[src/rtl/clause_row_loader_pkg.sv]
// Shared definitions for the clause-array literal interface.
// - LIT_NONE / LIT_POS / LIT_NEG: 2-bit literal encoding per column, also
//   decoded by the clause array rows.
// - loader_state_t: clause_row_loader FSM states (exposed on state_o).
// - encode_lit: literal sign to 2-bit column code.
package clause_row_loader_pkg;

  localparam logic [1:0] LIT_NONE = 2'b00;
  localparam logic [1:0] LIT_POS  = 2'b10;
  localparam logic [1:0] LIT_NEG  = 2'b01;

  typedef enum logic [2:0] {
    IDLE    = 3'd0,
    COLLECT = 3'd1,
    WRITE   = 3'd2,
    CLEAR   = 3'd3,
    DONE    = 3'd4
  } loader_state_t;

  function automatic logic [1:0] encode_lit(input logic sign);
    return sign ? LIT_NEG : LIT_POS;
  endfunction

endpackage

[src/rtl/clause_row_loader_lit_pack_buf.sv]
// Packing register for one clause: NUM_LITS columns of 2-bit literals.
// Ports:
//   clk, rst  - clock, asynchronous active-low reset
//   clr       - clear the whole vector (wins over wr)
//   wr        - write lit into column col
//   col, lit  - column index and encoded literal
//   vec       - packed vector, column k at bits [2k+1:2k]
//   dup       - combinational: the column being written is already non-zero
module lit_pack_buf
  import clause_row_loader_pkg::*;
#(
  parameter int NUM_LITS   = 8,
  parameter int WIDTH_VIDX = 3
) (
  input  logic                  clk,
  input  logic                  rst,
  input  logic                  clr,
  input  logic                  wr,
  input  logic [WIDTH_VIDX-1:0] col,
  input  logic [1:0]            lit,
  output logic [NUM_LITS*2-1:0] vec,
  output logic                  dup
);

  // {col, 1'b0} is 2*col without widening into a 32-bit expression
  assign dup = wr && (vec[{col, 1'b0} +: 2] != LIT_NONE);

  always_ff @(posedge clk or negedge rst) begin
    if (!rst) begin
      vec <= '0;
    end else if (clr) begin
      vec <= '0;
    end else if (wr) begin
      vec[{col, 1'b0} +: 2] <= lit;
    end
  end

endmodule

[src/rtl/clause_row_loader.sv]
// Clause row loader: packs a literal stream into one clause vector per row,
// writes each row once, then zero-writes every remaining row so stale clauses
// of the previous bin are wiped.
// Handshake: a literal beat transfers on a rising edge where lit_valid_i and
// lit_ready_o are both 1; lit_ready_o does not depend on lit_valid_i and is
// only 1 in COLLECT.
// Ports:
//   clk, rst          - clock, asynchronous active-low reset
//   start_i           - begin a load (IDLE only), num_clause_i sampled with it
//   lit_*             - literal beat stream (column, sign, last-of-clause)
//   wr_o, wr_row_o    - row write strobe and one-hot row select
//   lit_o             - packed literal vector for the selected row
//   busy_o, done_o    - load in progress / one-cycle completion pulse
//   err_dup_o         - sticky: a column repeated within one clause
//   state_o           - current FSM state (debug)
module clause_row_loader
  import clause_row_loader_pkg::*;
#(
  parameter int NUM_LITS    = 8,
  parameter int NUM_CLAUSES = 8,
  parameter int WIDTH_VIDX  = 3,
  parameter int WIDTH_CIDX  = 3
) (
  input  logic                   clk,
  input  logic                   rst,
  input  logic                   start_i,
  input  logic [WIDTH_CIDX:0]    num_clause_i,
  input  logic                   lit_valid_i,
  output logic                   lit_ready_o,
  input  logic [WIDTH_VIDX-1:0]  lit_var_i,
  input  logic                   lit_sign_i,
  input  logic                   lit_last_i,
  output logic                   wr_o,
  output logic [NUM_CLAUSES-1:0] wr_row_o,
  output logic [NUM_LITS*2-1:0]  lit_o,
  output logic                   busy_o,
  output logic                   done_o,
  output logic                   err_dup_o,
  output loader_state_t          state_o
);

  localparam logic [WIDTH_CIDX:0]    N_MAX    = (WIDTH_CIDX+1)'(NUM_CLAUSES);
  localparam logic [WIDTH_CIDX:0]    LAST_ROW = (WIDTH_CIDX+1)'(NUM_CLAUSES-1);
  localparam logic [NUM_CLAUSES-1:0] ROW_ONE  = {{(NUM_CLAUSES-1){1'b0}}, 1'b1};

  loader_state_t state, state_n;

  // row counter is one bit wider than a row index so it can reach N_MAX
  logic [WIDTH_CIDX:0]   row, row_inc, n, n_clip;
  logic                  accept, buf_clr, dup;
  logic [NUM_LITS*2-1:0] buf_vec;

  assign accept  = lit_valid_i && lit_ready_o;
  assign row_inc = row + 1'b1;
  assign n_clip  = (num_clause_i > N_MAX) ? N_MAX : num_clause_i;
  assign state_o = state;

  lit_pack_buf #(
    .NUM_LITS   (NUM_LITS),
    .WIDTH_VIDX (WIDTH_VIDX)
  ) u_buf (
    .clk (clk),
    .rst (rst),
    .clr (buf_clr),
    .wr  (accept),
    .col (lit_var_i),
    .lit (encode_lit(lit_sign_i)),
    .vec (buf_vec),
    .dup (dup)
  );

  always_ff @(posedge clk or negedge rst) begin
    if (!rst) state <= IDLE;
    else      state <= state_n;
  end

  always_comb begin
    state_n = state;
    buf_clr = 1'b0;
    case (state)
      IDLE: begin
        if (start_i) begin
          buf_clr = 1'b1;
          state_n = (n_clip == '0) ? CLEAR : COLLECT;
        end
      end
      COLLECT: begin
        if (accept && lit_last_i) state_n = WRITE;
      end
      WRITE: begin
        buf_clr = 1'b1;
        if (row_inc == n) state_n = (n == N_MAX) ? DONE : CLEAR;
        else              state_n = COLLECT;
      end
      CLEAR: begin
        if (row == LAST_ROW) state_n = DONE;
      end
      DONE:    state_n = IDLE;
      default: state_n = IDLE;
    endcase
  end

  // Registered outputs. ready/busy are taken from the next state so they line
  // up with the state register; write strobes appear the cycle after
  // WRITE/CLEAR, done_o the cycle after DONE.
  always_ff @(posedge clk or negedge rst) begin
    if (!rst) begin
      row         <= '0;
      n           <= '0;
      err_dup_o   <= 1'b0;
      wr_o        <= 1'b0;
      wr_row_o    <= '0;
      lit_o       <= '0;
      done_o      <= 1'b0;
      busy_o      <= 1'b0;
      lit_ready_o <= 1'b0;
    end else begin
      wr_o        <= 1'b0;
      wr_row_o    <= '0;
      done_o      <= 1'b0;
      busy_o      <= (state_n != IDLE);
      lit_ready_o <= (state_n == COLLECT);
      case (state)
        IDLE: begin
          if (start_i) begin
            n         <= n_clip;
            row       <= '0;
            err_dup_o <= 1'b0;
          end
        end
        COLLECT: begin
          if (dup) err_dup_o <= 1'b1;
        end
        WRITE: begin
          wr_o     <= 1'b1;
          wr_row_o <= ROW_ONE << row;
          lit_o    <= buf_vec;
          row      <= row_inc;
        end
        CLEAR: begin
          wr_o     <= 1'b1;
          wr_row_o <= ROW_ONE << row;
          lit_o    <= '0;
          row      <= row_inc;
        end
        DONE:    done_o <= 1'b1;
        default: ;
      endcase
    end
  end

endmodule

[config.mk]
export PLATFORM = sky130hd
export DESIGN_NAME = clause_row_loader
export DESIGN_NICKNAME = d
export VERILOG_FILES = /design/src/rtl/clause_row_loader_pkg.sv /design/src/rtl/clause_row_loader_lit_pack_buf.sv /design/src/rtl/clause_row_loader.sv
export SDC_FILE = /design/constraint.sdc
export NUM_CORES = 1
export LEC_CHECK = 0
export ABC_AREA = 1
export BUFFER_PORTS_ARGS = -buffer_cell sky130_fd_sc_hd__buf_4
export CAP_MARGIN = 20
export CELL_PAD_IN_SITES_DETAIL_PLACEMENT = 1
export CELL_PAD_IN_SITES_GLOBAL_PLACEMENT = 2
export CORE_MARGIN = 1.5
export CORE_UTILIZATION = 36
export CTS_CLUSTER_SIZE = 20
export DETAILED_ROUTE_END_ITERATION = 8
export GPL_ROUTABILITY_DRIVEN = 0
export GPL_TIMING_DRIVEN = 1
export PLACE_DENSITY_LB_ADDON = 0.25
export SYNTH_ARGS = -nofsm -noshare
export SYNTH_HDL_FRONTEND = slang
export SYNTH_SLANG_ARGS = --single-unit
[constraint.sdc]
create_clock -name clk -period 2.6 [get_ports clk]
set_input_delay 0.52 -clock clk [delete_from_list [all_inputs] [get_ports clk]]
set_output_delay 0.52 -clock clk [all_outputs]
set_load 0.1 [all_outputs]
After elaboration in Yosys (flattened, before gate mapping)
Cells that the tools add are included.
{"block": "totals", "regBits": 56, "latchBits": 0, "mem_bits_rw": 0, "rom_bits": 0, "in_bits": 13, "mem_count": 0}
{"block": "op_classes", "n_addsub": 2, "mul": 0, "n_div": 0, "n_lt_le_gt_ge": 1, "eq_ne": 10, "n_shift": 4, "muxes": 23, "n_bitwise": 0, "n_reduce_logical": 15}
{"operator": "16-bit two-way mux", "n": 2}
{"operator": "16-bit one-hot mux with 2 select lines", "n": 1}
{"operator": "16-bit bitwise mux", "n": 1}
{"operator": "2-bit by 6-bit variable shift with 16-bit output, first input constant", "n": 1}
{"operator": "16-bit by 5-bit variable part select with 2-bit output", "n": 1}
{"operator": "2-bit by 6-bit variable part select with 16-bit output", "n": 1}
{"operator": "3-bit two-way mux", "n": 5}
{"operator": "3-bit one-hot mux with 4 select lines", "n": 1}
{"operator": "2-bit nonzero test", "n": 5}
{"operator": "4-bit two-way mux", "n": 2}
{"operator": "8-bit two-way mux", "n": 1}
{"operator": "4-bit one-hot mux with 2 select lines", "n": 1}
{"operator": "1-bit by 4-bit << shifter with 8-bit output, first input constant", "n": 1}
{"operator": "3-bit by 1-bit == test with 1-bit output, second input constant", "n": 2}
{"operator": "3-bit by 2-bit == test with 1-bit output, second input constant", "n": 2}
{"operator": "4-bit negation with 6-bit output", "n": 1}
{"operator": "1-bit two-way mux", "n": 5}
{"operator": "4-bit by 1-bit adder with 4-bit output, second input constant", "n": 1}
{"operator": "4-bit by 3-bit == test with 1-bit output, second input constant", "n": 1}
{"operator": "4-bit == test", "n": 1}
{"operator": "4-bit == test, second input constant", "n": 1}
{"operator": "4-bit > comparator, second input constant", "n": 1}
{"operator": "4-bit logical NOT", "n": 1}
{"operator": "2-bit two-way mux", "n": 2}
{"operator": "9 further kinds", "n": 14}

Logic depth before layout (Yosys ltp)
{"block": "logic_depth", "word_depth": 7, "ltp_mapped": 11}

By module
A second synthesis with hierarchy kept.
{"block": "hier_totals", "hier_cells": 290, "area_unflattened_um2": 2648.8}
{"module": "clause_row_loader", "instances": 1, "cells_each": 162, "area_each_um2": 1696.6, "seq_area_each_um2": 1001.0}
{"module": "lit_pack_buf", "instances": 1, "cells_each": 128, "area_each_um2": 952.2, "seq_area_each_um2": 400.4}

Worst setup path before layout
Ideal clock, no wire load.
{"block": "synth_path", "kind": "register to register", "startpoint": "register lit_ready_o", "endpoint": "register busy_o", "arrival_ns": 1.752, "required_time_ns": 2.476, "setup_slack_ns": 0.724, "stages_incl_launch_ff": 8, "synth_period_minus_slack_ns": 1.876, "cell_sequence": "dfrtp_1 nand2_1 inv_1 a21oi_1 inv_1 nand3_1 a21oi_1 nand2_1"}
{"block": "synth_between", "elab_chain_len": 5}
{"item": "from (decl)", "line_no": "clause_row_loader.sv:29", "source": "output logic lit_ready_o,"}
{"item": "from (signal assigned)", "line_no": "clause_row_loader.sv:122", "source": "lit_ready_o <= (state_n == COLLECT);"}
{"item": "1-bit logical AND", "line_no": "clause_row_loader.sv:53", "source": "assign accept = lit_valid_i && lit_ready_o;"}
{"item": "1-bit logical AND", "line_no": "clause_row_loader.sv:88", "source": "if (accept && lit_last_i) state_n = WRITE;"}
{"item": "3-bit two-way mux", "line_no": "clause_row_loader.sv:88"}
{"item": "3-bit one-hot mux with 4 select lines", "line_no": "clause_row_loader.sv:80", "source": "case (state)"}
{"item": "3-bit nonzero test", "line_no": "clause_row_loader.sv:121", "source": "busy_o <= (state_n != IDLE);"}
{"item": "to (signal assigned)", "line_no": "clause_row_loader.sv:121"}
{"item": "to (decl)", "line_no": "clause_row_loader.sv:36", "source": "output logic busy_o,"}
Every way passes these cells.
A chain may end at the register's enable or synchronous reset.

Worst setup path after layout
{"block": "layout_path", "startpoint": "register row[0]", "endpoint": "register busy_o"}
{"block": "layout_between", "elab_chain_len": 5, "word_cells_on_any_way": 7, "cone_classes": "1 x add/sub; 2 x eq/ne; 3 x mux; 1 x reduce/logical"}
{"item": "from (decl)", "line_no": "clause_row_loader.sv:49", "source": "logic [WIDTH_CIDX:0] row, row_inc, n, n_clip;"}
{"item": "from (signal assigned)", "line_no": "clause_row_loader.sv:138", "source": "row <= row_inc;"}
{"item": "from (signal assigned)", "line_no": "clause_row_loader.sv:144", "source": "row <= row_inc;"}
{"item": "4-bit by 1-bit adder with 4-bit output", "line_no": "clause_row_loader.sv:54", "source": "assign row_inc = row + 1'b1;"}
{"item": "4-bit == test", "line_no": "clause_row_loader.sv:92", "source": "if (row_inc == n) state_n = (n == N_MAX) ? DONE : CLEAR;"}
{"item": "3-bit two-way mux", "line_no": "clause_row_loader.sv:92"}
{"item": "3-bit one-hot mux with 4 select lines *", "line_no": "clause_row_loader.sv:80"}
{"item": "3-bit nonzero test *", "line_no": "clause_row_loader.sv:121"}
Mark *: on every way between the ends. The rest lies on a longest branch, timed or not.

==> key figures <==
Run status
  – Status: completed

Power
  – Power share of the sequential group: 34.1%
  – Combinational Power Share: 46.9%
  – Peak VDD IR: 0.730 mV
  – Sw Share: 48.2%
  – Switch Pwr: 1.66 mW
  – Internal: 1.79 mW
  – Pwr Density: 1130 mW/mm2
  – Overall Power: 3.45 mW
  – Power share of the clock group: 19.1%
  – LEAKAGE: 1.57 nW

Logic synthesis
  – Gate Count Post-Synth: 281
  – Multiplexer share of the synthesized area: 0%
  – Synth area leaders: dfrtp_1 (56%), nand2_1 (8.5%), nand3_1 (6.0%), inv_1 (5.9%), o21ai_0 (4.2%)
  – Top cell type's share of synthesized area: 56.0%
  – Synth Register Bits: 56
  – Simple-Gate Fraction of Synth Area: 21.8%
  – Avg Cell Area, Syn: 8.91 um2
  – Synth Area in XOR/XNOR: 0.350%
  – Number of synthesized flops with an enable pin: 0
  – Post-synthesis compound-gate area fraction: 10.6%
  – Synth Net Count: 302
  – Top-count cell post-synth: nand2_1
  – Adder-Cell Fraction of Synth Area: 4.00%
  – Sequential area share after synthesis: 56.0%
  – Cell variety after synth: 24
  – Ys async rst share: 100%
  – Top cell type by total area after synthesis: dfrtp_1
  – Commonest cells post-synth: nand2_1 (57), dfrtp_1 (56), inv_1 (39)
  – Synth Cell Area: 0.00250 mm2
  – Yosys warns: 0
  – Top FF cell, synth: dfrtp_1
  – Largest family of logic cells by synthesized area: simple AND/OR/NAND/NOR gates

Finish
  – Final instance area: 0.00305 mm2
  – Synth-to-Final Area Change: 22.1%
  – Diode count: 0
  – Core Util, Final: 45.2%
  – Fillers: 800
  – Nets: 351
  – Share of cells above drive strength 1: 19.1%

Clock network
  – Clock tree buffer depth: 2
  – CTS tree: done
  – # clock sinks: 56
  – Clock-pin slew on the worst setup and hold paths: 100 ps
  – Total number of H-tree levels: 2
  – Num CTS Buffers: 5
  – Cts repair resizes: 0
  – Post-CTS setup buffer count: 0
  – Root Driver: clkbuf_8
  – Post-CTS Hold Buffers: 0
  – Clk Latency, worst-skew pair: 310 ps

Timing
  – Worst-Margin Slew: 712 ps
  – Final period util: 77.0%
  – Final min period: 2000 ps
  – Clock Skews: 6.34 ps
  – RSZ-0062 raised after global routing: no
  – Hold_ws: 247 ps
  – Max Slew Vio Count: 0
  – Final hold vios: 0
  – Highest clock rate: 500 MHz
  – Rel. slew slack: 52.5%
  – Setup TNS: 0 ps
  – Finish-stage setup viols: 0

Route
  – DRC Markers: 0
  – Initial DRC count: 55
  – Final wirelength: 6530 um
  – Drt wl/cell: 15.9 um
  – ANT nets after route: 0
  – Mean number of vias per cell: 5.11
  – Vias: 2094
  – DRT Pass-1 Iters: 4

Critical path
  – WS Path Type: flop to flop
  – Startpoint Class: flop
  – Reg2reg setup slack: 600 ps
  – FF-to-FF Start: row[0]
  – Critical Path RT: 2800 ps
  – Critical Path AT: 2200 ps
  – Count of cells along the worst register-to-register path: 10
  – FF-to-FF End: busy_o
  – Crit end category: flop
  – Crit path max fanout: 7

Die
  – Die Span Y: 86.4 um
  – Full die area: 0.00746 mm2
  – Die width: 86.4 um
  – Rows: 30
  – IO Pins: 45
  – Initial Util: 37.0%
  – Core ar.: 0.00676 mm2

Placement
  – DP Area: 0.00293 mm2
  – Final HPWL from detailed placement: 4790 um
  – IO Port Bufs: 44

Global route
  – Total grt overflow: 0
  – Gr usage total: 19.1%
  – Largest net degree at the start of global routing: 57
  – Vias in the first global route: 2162
  – First-pass GRT wire length: 11000 um
  – Initial antenna violation count: 0

Worst hold path
  – Hold Crit Class: input pin to async pin

Job
  – Number of max-cap violations: 0
==> kinds of logic after synthesis <==
| logic type | after synthesis |
|---|---|
| compound gates | 47 |
| xor+xnor | 1 |
| fa+ha+maj | 8 |
| buf+inv | 47 |
| flops | 56 |
| simple gates | 122 |
==> worst max path at each step <==
stage               slack, ps  cells after the start           end          from
floorplan                 720                      7        busy_o   lit_ready_o
global placement          530                     10  u_buf.vec[0]  lit_var_i[0]
detailed placement        530                      9  u_buf.vec[5]  lit_var_i[0]
CTS                       570                     10        busy_o        row[0]
global route              420                     10        busy_o        row[0]
finish                    600                     10        busy_o        row[0]
==> worst max-delay path, stage by stage (launching register included) <==
cell	delay, ps
dfrtp_1	480
ha_1	290
ha_1	320
inv_1	60
nand2_1	50
nand2_1	50
nand2_1	50
nor2_1	180
nand3_1	110
a21oi_1	220
nand2_1	80
==> placed cells by master, fill, tap and decap left out <==
cell type | Yosys | routed
a21oi_1 | 4 | 4
a22o_1 | 1 | 1
a31oi_1 | 2 | 2
buf_4 | 0 | 46
bufinv_16 | 0 | 2
clkbuf_8 | 0 | 5
dfrtp_1 | 56 | 56
ha_1 | 8 | 8
inv_1 | 39 | 39
inv_2 | 4 | 4
nand2_1 | 57 | 57
nand2_2 | 1 | 1
nand2_4 | 1 | 1
nand3_1 | 30 | 30
nand3_2 | 1 | 1
nand4_1 | 5 | 5
nor2_1 | 15 | 15
nor2_2 | 3 | 3
nor3_1 | 8 | 8
nor4_1 | 1 | 1
o21ai_0 | 21 | 21
o21ai_1 | 2 | 2
o22ai_1 | 16 | 16
o31ai_1 | 1 | 1
xnor2_1 | 1 | 1
==> stage by stage <==
stage | cells | setup WS, ps
2_1_floorplan | 281 | 724
3_3_place_gp | 403 | 528
3_5_place_dp | 403 | 533
4_1_cts | 410 | 570
5_1_grt | 410 | 423
6_report | 410 | 599
==> registers in the layout, summed over array words and instances, names as in the netlist <==
register	count
u_buf.vec	16
lit_o	16
err_dup_o	1
state_o	3
lit_ready_o	1
n	4
row	4
busy_o	1
done_o	1
wr_o	1
wr_row_o	8
==> area by class of cell <==
type | count | area, um2 | area share [%]
Clock buffer | 5 | 68.8 | 2.25
Clock inverter | 2 | 60.1 | 1.97
Inverter | 43 | 161 | 5.28
Multi-Input combinational cell | 178 | 917 | 30.0
Sequential cell | 56 | 1400 | 45.9
Tap cell | 80 | 100 | 3.28
Timing Repair Buffer | 46 | 345 | 11.3
==> power groups by stage <==
| stage | registers (mW) | clock network [mW] | logic (mW) |
|---|---|---|---|
| finish | 1.17 | 0.656 | 1.62 |
| global route | 1.20 | 0.711 | 1.74 |
| CTS | 1.18 | 0.678 | 1.63 |
| detailed placement | 1.19 | 0 | 1.62 |
| global placement | 1.18 | 0 | 1.60 |
| floorplan | 1.85 | 0 | 0.555 |
==> layer usage <==
| layer | track usage [%] | wire [um] | vias to the layer above |
|---|---|---|---|
| li1 | - | - | 1021 |
| met1 | 27.9 | 3350 | 1026 |
| met2 | 29.0 | 2860 | 41 |
| met3 | 3.43 | 231 | 6 |
| met4 | 5.43 | 92 | 0 |
| met5 | 0 | 0 | - |
(Power assumes the default switching activity.)
